--- src/rtl/mem_burst_master.sv ---
// Burst sequencer that owns the data_memory port: N word/byte reads or writes
// from a base address, with address stepping and one-cycle read return.
module mem_burst_master #(
   parameter int DATA_WIDTH    = 32,
   parameter int ADDRESS_WIDTH = 32,
   parameter int COUNT_WIDTH   = 10
) (
   input  logic                     clk,
   input  logic                     rst,
   input  logic                     start,
   input  logic                     op_write,
   input  logic                     byte_mode,
   input  logic [ADDRESS_WIDTH-1:0] base_addr,
   input  logic [COUNT_WIDTH-1:0]   count,
   output logic                     busy,
   output logic                     done,
   input  logic [DATA_WIDTH-1:0]    wr_data,
   input  logic                     wr_valid,
   output logic                     wr_ready,
   output logic [DATA_WIDTH-1:0]    rd_data,
   output logic                     rd_valid,
   output logic [ADDRESS_WIDTH-1:0] address,
   output logic [DATA_WIDTH-1:0]    write_data,
   output logic                     we,
   output logic                     re,
   output logic                     be,
   input  logic [DATA_WIDTH-1:0]    read_data
);

   localparam logic [2:0] S_IDLE  = 3'd0;
   localparam logic [2:0] S_READ  = 3'd1;
   localparam logic [2:0] S_DRAIN = 3'd2;
   localparam logic [2:0] S_WRITE = 3'd3;
   localparam logic [2:0] S_DONE  = 3'd4;

   logic [2:0]               state;
   logic [ADDRESS_WIDTH-1:0] cur_addr;
   logic [COUNT_WIDTH-1:0]   remaining;
   logic                     mode_byte;
   logic                     rd_pend;
   logic                     rd_pend_byte;
   logic [ADDRESS_WIDTH-1:0] stride;
   logic                     issue_rd;
   logic                     issue_wr;
   logic                     strobe;
   logic                     last_beat;

   always_comb begin
      stride    = mode_byte ? ADDRESS_WIDTH'(1) : ADDRESS_WIDTH'(4);
      issue_rd  = (state == S_READ);
      wr_ready  = (state == S_WRITE);
      issue_wr  = wr_ready && wr_valid;
      strobe    = issue_rd || issue_wr;
      last_beat = (remaining == COUNT_WIDTH'(1));
   end

   // Memory-side outputs are combinational so a write beat reaches memory in
   // the same cycle it is accepted; they are forced to zero when idle.
   always_comb begin
      re         = issue_rd;
      we         = issue_wr;
      address    = strobe ? cur_addr : '0;
      be         = strobe ? mode_byte : 1'b0;
      write_data = '0;
      if (issue_wr)
         write_data = mode_byte ? {{(DATA_WIDTH-8){1'b0}}, wr_data[7:0]} : wr_data;
   end

   always_comb begin
      busy     = (state != S_IDLE);
      done     = (state == S_DRAIN) || (state == S_DONE);
      rd_valid = rd_pend;
      rd_data  = '0;
      if (rd_pend)
         rd_data = rd_pend_byte ? {{(DATA_WIDTH-8){1'b0}}, read_data[7:0]} : read_data;
   end

   always_ff @(posedge clk or posedge rst) begin
      if (rst) begin
         state        <= S_IDLE;
         cur_addr     <= '0;
         remaining    <= '0;
         mode_byte    <= 1'b0;
         rd_pend      <= 1'b0;
         rd_pend_byte <= 1'b0;
      end else begin
         rd_pend      <= issue_rd;
         rd_pend_byte <= mode_byte;
         case (state)
            S_IDLE: begin
               if (start) begin
                  mode_byte <= byte_mode;
                  cur_addr  <= byte_mode ? base_addr : {base_addr[ADDRESS_WIDTH-1:2], 2'b00};
                  remaining <= count;
                  if (count == '0)
                     state <= S_DONE;
                  else
                     state <= op_write ? S_WRITE : S_READ;
               end
            end
            S_READ: begin
               cur_addr  <= cur_addr + stride;
               remaining <= remaining - COUNT_WIDTH'(1);
               if (last_beat)
                  state <= S_DRAIN;
            end
            S_DRAIN: state <= S_IDLE;
            S_WRITE: begin
               if (issue_wr) begin
                  cur_addr  <= cur_addr + stride;
                  remaining <= remaining - COUNT_WIDTH'(1);
                  if (last_beat)
                     state <= S_DONE;
               end
            end
            S_DONE:  state <= S_IDLE;
            default: state <= S_IDLE;
         endcase
      end
   end

endmodule

--- config.mk ---
export PLATFORM = sky130hd
export DESIGN_NAME = mem_burst_master
export DESIGN_NICKNAME = d
export VERILOG_FILES = /design/src/rtl/mem_burst_master.sv
export SDC_FILE = /design/constraint.sdc
export NUM_CORES = 1
export LEC_CHECK = 0
export CAP_MARGIN = 10
export CORE_MARGIN = 2
export CORE_UTILIZATION = 39
export DETAILED_ROUTE_END_ITERATION = 8
export HOLD_SLACK_MARGIN = 0.03
export PLACE_DENSITY = 0.82
export SLEW_MARGIN = 20
export SYNTH_ARGS = -nofsm -noshare
export SYNTH_HDL_FRONTEND = slang
export SYNTH_SLANG_ARGS = --single-unit
--- constraint.sdc ---
create_clock -name clk -period 2.9 [get_ports clk]
set_input_delay 0.58 -clock clk [delete_from_list [all_inputs] [get_ports clk]]
set_output_delay 0.58 -clock clk [all_outputs]
set_load 0.03 [all_outputs]
# After elaboration in Yosys (flattened, before gate mapping)
# Cells that the tools add are included.
dict set report totals {
  out_inout_bits 103
  inputBits 112
  ff_bits 48
  elab_cells 48
}
dict set report classes {
  reduce_logical 10
  add_sub_neg 2
  mux 21
  eq_ne 9
}
# cell count
set op_table {}
lappend op_table {{$mux W32} 7}
lappend op_table {{$pmux W32 S3} 1}
lappend op_table {{$add A32 B3 Y32} 1}
lappend op_table {{$pmux W10 S3} 1}
lappend op_table {{$mux W10} 2}
lappend op_table {{$mux W3} 6}
lappend op_table {{$eq A10 B1 Y1 const B} 1}
lappend op_table {{$logic_not A10 Y1} 1}
lappend op_table {{$sub A10 B1 Y10 const B} 1}
lappend op_table {{$pmux W3 S3} 1}
lappend op_table {{$eq A3 B2 Y1 const B} 2}
lappend op_table {{$ne A2 B1 Y1 const B} 3}
lappend op_table {{$reduce_bool A3 Y1} 2}
lappend op_table {{$mux W2} 2}
lappend op_table {{$reduce_and A4 Y1} 1}
lappend op_table {{$eq A3 B1 Y1 const B} 1}
lappend op_table {{$eq A3 B3 Y1 const B} 1}
lappend op_table {{$logic_not A3 Y1} 1}
lappend op_table {{$reduce_and A3 Y1} 1}
lappend op_table {{$logic_or A1 B1 Y1} 2}
lappend op_table {{$ne A2 B2 Y1 const B} 1}
lappend op_table {{$reduce_and A2 Y1} 1}
lappend op_table {{$logic_and A1 B1 Y1} 1}
lappend op_table {{$mux W1} 1}

# Depth between registers and ports, before layout
# Gate-level depths: netlist (run 1).
dict set report depth {
  ltp_word 4
  depth_mapped 9
  mapped_depth_nobuf 7
}

# Worst setup path before layout (run 1)
# No wires, ideal clock.
dict set report synth_timing {
  path_kind {reg-to-output}
  start {reg state[0]}
  end {out write_data[30]}
  setup_slack_ns 0.554
  required_time_ns 2.320
  arrival_ns 1.766
  path_stages_with_launch 6
  n_path_buf 2
  cell_sequence {dfrtp_1 -> nor2b_1 -> clkbuf_1 -> and3_1 -> clkbuf_1 -> and3_1}
}
dict set report synth_via {
  elab_chain_cells 3
}
# element line
set synth_lines {}
lappend synth_lines {{start, declared} 36} ;# logic [2:0] state;
lappend synth_lines {{start signal, assigned} 98} ;# state <= op_write ? S_WRITE : S_READ;
lappend synth_lines {{$eq A3 B2 Y1} 51} ;# wr_ready = (state == S_WRITE);
lappend synth_lines {{$logic_and A1 B1 Y1} 52} ;# issue_wr = wr_ready && wr_valid;
lappend synth_lines {{via we} 24} ;# output logic we,
lappend synth_lines {{$mux W32} 65} ;# if (issue_wr)
lappend synth_lines {{end, declared} 23} ;# output logic [DATA_WIDTH-1:0] write_data,
# The timed path passes the listed nets, and every way through them passes these cells.

==> metrics.csv, run 1 <==
stage,metric,value,unit
floorplan,ios,215,
clock_tree,clk_pin_slew,0.09,ns
sta,skew,0.00715,ns
finish,final_util,0.652,
sta,clock.fmax,356,MHz
clock_tree,htreeDepth,2,
sta,fin_crit,2.81,ns
global_routing,grt_pass1_wl,22.7,mm
sta,finalCritPeriodShare,0.969,
pwr,p_leak,2.58,nW
synth,muxShareOfSynthArea,0.00306,
clock_tree,cts_sinks,48,
worst_setup_path,critPathKind,primary input to primary output,
synth,synth_area_per_cell,7.64,sq um
synth,synth_edf_count,0,
finish,final_nets,800,
global_routing,grtUsageTotal,0.283,
worst_hold_path,whs_endpoint,rd_pend_byte,
worst_hold_path,holdCritPathClass,flip-flop to flip-flop,
global_routing,grt_pass1_vias,4168,
clock_tree,cts-root-buf,clkbuf_8,
synth,ys.flop_type,dfrtp_1,
floorplan,core,9200,sq um
sta,rsz0062_at_grt,false,
sta,tns,0,ns
synth,synth_cells,482,
finish,synthToLayoutAreaGrowth,62.9,%
clock_tree,worstSkewPairLatency,0.30,ns
worst_setup_path,r2r-end,cur_addr[21],
sta,setup_viol,0,
pwr,ir_drop,0.638,mV
global_routing,grt_max_degree,43,
worst_hold_path,hold_path_depth,0,
placement,dp_cells,787,
worst_setup_path,r2r_cells,7,
global_routing,antenna_found_initial,4,
finish,drive_gt1_frac,0.160,
synth,synth_fa_ha_area_frac,0.0170,
clock_tree,cts-resized-gates,0,
worst_hold_path,min_from,mode_byte,
routing,vias,4562,
global_routing,grt_overflow,0,
routing,antenna_left,0,
synth,syn_nets,599,
sta,slew_headroom,0.561,
placement,portBuffers,214,
floorplan,die_area,10200,sq um
synth,ys_ff_latch,48,
clock_tree,cts_setup_buffers,0,
sta,fin_hold_ws,0.418,ns
finish,final.fill_count,799,
clock_tree,cts_buffers,5,
synth,ys_warn_count,0,
worst_setup_path,worstPathRequired,2.32,ns
synth,synth_top_family_by_area,simple AND/OR/NAND/NOR gates,
floorplan,num_rows,35,
routing,drt_iter0_markers,362,
sta,tightest_slew,0.656,ns
clock_tree,hold_buffers,0,
sta,layout_setup_ws,0.0887,ns
synth,synth_compound_area_frac,0.227,
floorplan,die_height,101,um
sta,drv_slew,0,
worst_setup_path,reg2reg_slack,0.49,ns
worst_setup_path,cp-start-kind,primary input,
synth,postSynth.asyncResetShare,1.00,
routing,dr.pass1.iters,6,
synth,yosysSeqAreaShare,0.326,
sta,hold_viol,0,
routing,post-route-drc-count,0,
outcome,status,"complete, no violations",
worst_setup_path,arrival,2.23,ns
synth,synth_area,3680,sq um
floorplan,initial_core_util,0.401,
synth,synthXorXnorAreaFrac,0.00476,
routing,routed_wl,15.0,mm
placement,place_ws,0.113,ns
clock_tree,cts_tree,built,
worst_setup_path,cp_max_fo,7,
synth,yosysUniqueCellTypes,50,
routing,viasPerCell,5.72,
job,cap_violations,0,
synth,synthSimpleGateAreaFrac,0.370,
worst_setup_path,end_kind,primary output,
floorplan,fp.dieW,101,um
clock_tree,max-clock-path-buffers,2,
worst_setup_path,r2r_start,mode_byte,
placement,place_hpwl,11.6,mm
placement,gp_congestion,0.988,
finish,fin_cells,797,
pwr,p_per_area,1030,nW/um^2
routing,wl_per_cell,18.8,um
[cells in the mapped netlist (all sizes together), types with 2 or more instances]
cell	n	area, sq um
o22ai	13	81.3
a2bb2oi	4	35.0
nor2b	2	12.5
o22a	7	61.3
and3	33	206
nor3	14	80.1
nand4	9	56.3
or4	6	45.0
a41o	2	20.0
a41oi	3	26.3
o311ai	2	17.5
nor4	5	52.6
inv	11	41.3
o21a	2	15.0
nand2	39	146
a21oi	43	215
o32ai	2	17.5
a211oi	3	22.5
buf	15	76.3
nand3	20	110
a311o	2	20.0
or2	3	18.8
clkbuf	20	75.1
o2bb2ai	3	26.3
a22oi	5	37.5
dfrtp	48	1200
a31oi	9	62.6
xnor2	2	17.5
a311oi	2	17.5
nor2	48	180
o21ai	21	105
and2	70	438
ha	5	62.6
[critical path: stages]
cell	delay, ns
clkdlybuf4s50_1	0.45
or2_2	0.33
a22o_1	0.23
nand2_1	0.32
nor2_1	0.15
buf_12	0.17
[area by class of cell]
class	instances	area, sq um	share of cell area
multi-input combinational	388	2300	0.384
timing repair buffer	229	2210	0.369
sequential	48	1200	0.200
tap	111	139	0.0231
clock buffer	7	96.3	0.0161
inverter	11	41.3	0.00688
antenna	3	7.51	0.00125
[sequential cells by signal, indices dropped and copies added, names as in the netlist]
| name | flops |
|---|---|
| cur_addr | 32 |
| rd_valid | 1 |
| rd_pend_byte | 1 |
| mode_byte | 1 |
| state | 3 |
| remaining | 10 |
[worst max-delay path by stage]
stage,from,to,cells after the start
2_1_floorplan,state[0],write_data[30],5
3_3_place_gp,start,address[3],6
3_5_place_dp,start,address[3],6
4_1_cts,start,address[3],6
5_1_grt,start,address[3],6
6_report,start,address[3],6
[power by group]
| group | internal, mW | switching, mW |
|---|---|---|
| registers | 1.01 | 0.401 |
| logic | 1.76 | 2.60 |
| clock network | 0.213 | 0.219 |
[logic make-up after synthesis]
logic type	count (synthesis)
AOI/OAI and AO/OA	129
adders and majority gates	5
DFF	48
muxes	1
xor gates and xnor gates	2
buffers and inverters	46
and+or+nand+nor	251
[cells in the final DEF, fill, tap and decap left out, drive strengths merged, types with 3 or more instances in the layout]
master,n
clkdlybuf4s50,142
buf,87
and2,70
nor2,48
dfrtp,48
a21oi,43
nand2,39
and3,33
o21ai,21
nand3,20
nor3,14
o22ai,13
inv,11
nand4,9
a31oi,9
o22a,7
clkbuf,7
or4,6
ha,5
a22oi,5
nor4,5
a2bb2oi,4
diode,3
o2bb2ai,3
a41oi,3
a211oi,3
or2,3
[through the flow]
stage                     area (sq um)  total power [mW]
after floorplan                   3680              4.11
after global placement            5900              5.62
after detailed placement          5900              5.73
after CTS                         5990              6.17
after global routing              6000              6.61
final                             6000              6.20
[per-layer routing]
layer	up-vias	GRT usage	share of wire
met4	2	0.106	0.027
met3	37	0.0614	0.084
met5	-	0	0.00087
met1	2143	0.378	0.41
met2	235	0.451	0.48
li1	2145	-	-
(Power assumes the default switching activity.)
==> run 2: changes to the inputs <==
--- a/config.mk
+++ b/config.mk
@@ -7,10 +7,10 @@
 export LEC_CHECK = 0
 export CAP_MARGIN = 10
 export CORE_MARGIN = 2
-export CORE_UTILIZATION = 39
+export CORE_UTILIZATION = 35
 export DETAILED_ROUTE_END_ITERATION = 8
 export HOLD_SLACK_MARGIN = 0.03
-export PLACE_DENSITY = 0.82
+export PLACE_DENSITY = 0.78
 export SLEW_MARGIN = 20
 export SYNTH_ARGS = -nofsm -noshare
 export SYNTH_HDL_FRONTEND = slang
==> constraint.sdc (replaced) <==
create_clock -name clk -period 2.3 [get_ports clk]
set_input_delay 0.46 -clock clk [delete_from_list [all_inputs] [get_ports clk]]
set_output_delay 0.46 -clock clk [all_outputs]
set_load 0.03 [all_outputs]
==> metrics.csv, run 2 (same netlist as run 1, synthesis figures left out) <==
stage,metric,value,unit,change
outcome,status,"complete, no violations",,
routing,antenna_left,0,,unchanged
floorplan,num_rows,37,,+5.7%
clock_tree,max-clock-path-buffers,2,,unchanged
global_routing,grt_pass1_vias,4281,,+2.7%
finish,final_nets,820,,+2.5%
placement,place_ws,-0.183,ns,-0.295 ns
clock_tree,cts_buffers,5,,unchanged
pwr,ir_drop,0.645,mV,+1.2%
floorplan,initial_core_util,0.358,,-0.0421
clock_tree,cts_tree,built,,
sta,slew_headroom,0.629,,+0.0678
floorplan,core,10300,sq um,+12%
floorplan,ios,215,,unchanged
sta,hold_viol,0,,unchanged
finish,largest_register_ffs,32,,unchanged
worst_setup_path,worstPathRequired,1.84,ns,-0.48 ns
routing,dr.pass1.iters,4,,-2
clock_tree,cts_sinks,48,,unchanged
job,cap_violations,0,,unchanged
routing,routed_wl,14.5,mm,-3.0%
pwr,p_leak,2.76,nW,+7.3%
routing,viasPerCell,5.43,,-5.2%
routing,drt_iter0_markers,342,,-5.5%
placement,portBuffers,214,,unchanged
finish,drive_gt1_frac,0.223,,+0.0634
floorplan,die_height,107,um,+5.3%
placement,place_hpwl,11.3,mm,-3.0%
pwr,power_switching,4.15,mW,+29%
placement,gp_congestion,0.872,,-12%
sta,finalCritPeriodShare,0.973,,
sta,rsz0062_at_grt,false,,
clock_tree,hold_buffers,0,,unchanged
floorplan,fp.dieW,107,um,+5.3%
sta,setup_viol,0,,unchanged
sta,drv_slew,0,,unchanged
clock_tree,cts-root-buf,clkbuf_8,,
sta,tightest_slew,0.552,ns,-0.104 ns
finish,synthToLayoutAreaGrowth,69.7,%,
clock_tree,worstSkewPairLatency,0.31,ns,about the same
finish,top_regs,"cur_addr (32), remaining (10), state (3)",,
global_routing,antenna_found_initial,1,,-3
finish,fin_cells,841,,+5.5%
global_routing,grt_pass1_wl,22.8,mm,+0.55%
pwr,seqPwrFrac,0.216,,-0.011
global_routing,busiest_layer,met2,,
finish,layout_commonest_cell,clkdlybuf4s50_1,,
placement,dp_cells,830,,+5.5%
sta,fin_crit,2.24,ns,
pwr,power_frac_comb,0.701,,-0.002
routing,post-route-drc-count,0,,unchanged
global_routing,gr-usage-met2,0.425,,-0.0264
global_routing,grt_max_degree,46,,+7.0%
worst_setup_path,cp_max_fo,7,,unchanged
clock_tree,clk_pin_slew,0.09,ns,about the same
worst_setup_path,end_kind,primary output,,
pwr,p_per_area,1320,nW/um^2,+28%
worst_hold_path,holdCritPathClass,flip-flop to flip-flop,,
routing,wl_per_cell,17.3,um,-8.0%
worst_setup_path,arrival,1.78,ns,-0.45 ns
clock_tree,htreeDepth,2,,unchanged
worst_setup_path,cp-start-kind,primary input,,
floorplan,die_area,11400,sq um,+11%
worst_setup_path,critPathKind,primary input to primary output,,
pwr,power.internal,4.09,mW,+37%
pwr,clkPwrFrac,0.083,,+0.013
global_routing,grt_overflow,0,,unchanged
finish,final_util,0.608,,-0.0443
finish,regMostFlops,cur_addr,,
global_routing,grtUsageTotal,0.248,,-0.0345
sta,layout_setup_ws,0.0627,ns,-0.0260 ns
sta,skew,0.00664,ns,-0.000510 ns
sta,clock.fmax,447,MHz,
global_routing,gr-usage-met1,0.328,,-0.0495
pwr,p_sw_frac,0.503,,-0.0160
finish,final_cell_mix,"clkdlybuf4s50_1, buf_4, and2_1",,
routing,vias,4563,,+0.022%
global_routing,grt_util_met3,0.0462,,-0.0152
## run 2: critical path, stage by stage
cell and delay, ns:
clkdlybuf4s50_1 0.43, or2_4 0.24, a22o_1 0.27, nand2_4 0.14, nor2_1 0.09, buf_12 0.15
## run 2: area by class of cell
type	count	area [sq um]
fillers	915	4030
repair buffers	249	2370
multi-input cells	388	2340
flip-flops and latches	48	1200
well taps	136	170
clock buffers	7	96.3
inverters	11	41.3
clock inverters	1	30.0
diodes	1	2.50
## run 2: worst paths after layout
kind                            startpoint      endpoint  slack, ns  depth (start not counted)
worst max-delay path                 start            be       0.06                          6
worst min-delay path             mode_byte  rd_pend_byte       0.42                          0
worst max register to register   mode_byte  cur_addr[21]       0.07                          8
worst min register to register   mode_byte  rd_pend_byte       0.42                          0
max in group asynchronous              rst  cur_addr[25]       1.30                          3
min in group asynchronous              rst      state[1]       0.48                          2
## run 2: per-layer routing
| metal | wire (um) | vias to the layer above |
|---|---|---|
| met1 | 6070 | 2156 |
| met2 | 7130 | 205 |
| met4 | 142 | 0 |
| met3 | 1190 | 16 |
| li1 | - | 2186 |
| met5 | 0 | - |
## run 2: what timing repair did
item | in CTS | in global routing
setup endpoints to repair | 8 | 18
buffers inserted | 1 | 1
gates resized for setup | 3 | 7
pin swaps | 0 | 2
## run 2: power groups by stage
stage          Combinational [mW]  Clock (mW)  Sequential (mW)
2_1_floorplan                3.59           0             1.63
3_3_place_gp                 5.56           0             1.76
3_5_place_dp                 5.67           0             1.78
4_1_cts                      5.73       0.695             1.76
5_1_grt                      6.25       0.720             1.85
6_report                     5.78       0.682             1.78
## run 2: per-stage QoR
stage / setup TNS, ns / power, mW / hold slack [ns] / area [sq um]
3_5_place_dp: -0.868 / 7.45 / 0.400 / 6070
4_1_cts: 0 / 8.19 / 0.420 / 6220
3_3_place_gp: -0.789 / 7.32 / 0.394 / 6070
2_1_floorplan: 0 / 5.21 / 0.378 / 3700
6_report: 0 / 8.24 / 0.419 / 6250
5_1_grt: 0 / 8.81 / 0.433 / 6250
==> run 3: changes to the inputs <==
--- a/config.mk
+++ b/config.mk
@@ -5,11 +5,11 @@
 export SDC_FILE = /design/constraint.sdc
 export NUM_CORES = 1
 export LEC_CHECK = 0
-export CAP_MARGIN = 10
+export CAP_MARGIN = 25
 export CORE_MARGIN = 2
 export CORE_UTILIZATION = 35
 export DETAILED_ROUTE_END_ITERATION = 8
-export HOLD_SLACK_MARGIN = 0.03
+export HOLD_SLACK_MARGIN = 0.05
 export PLACE_DENSITY = 0.78
 export SLEW_MARGIN = 20
 export SYNTH_ARGS = -nofsm -noshare
==> results of run 3 <==
No change in the layout: final DEF, timing and power equal those of run 2.
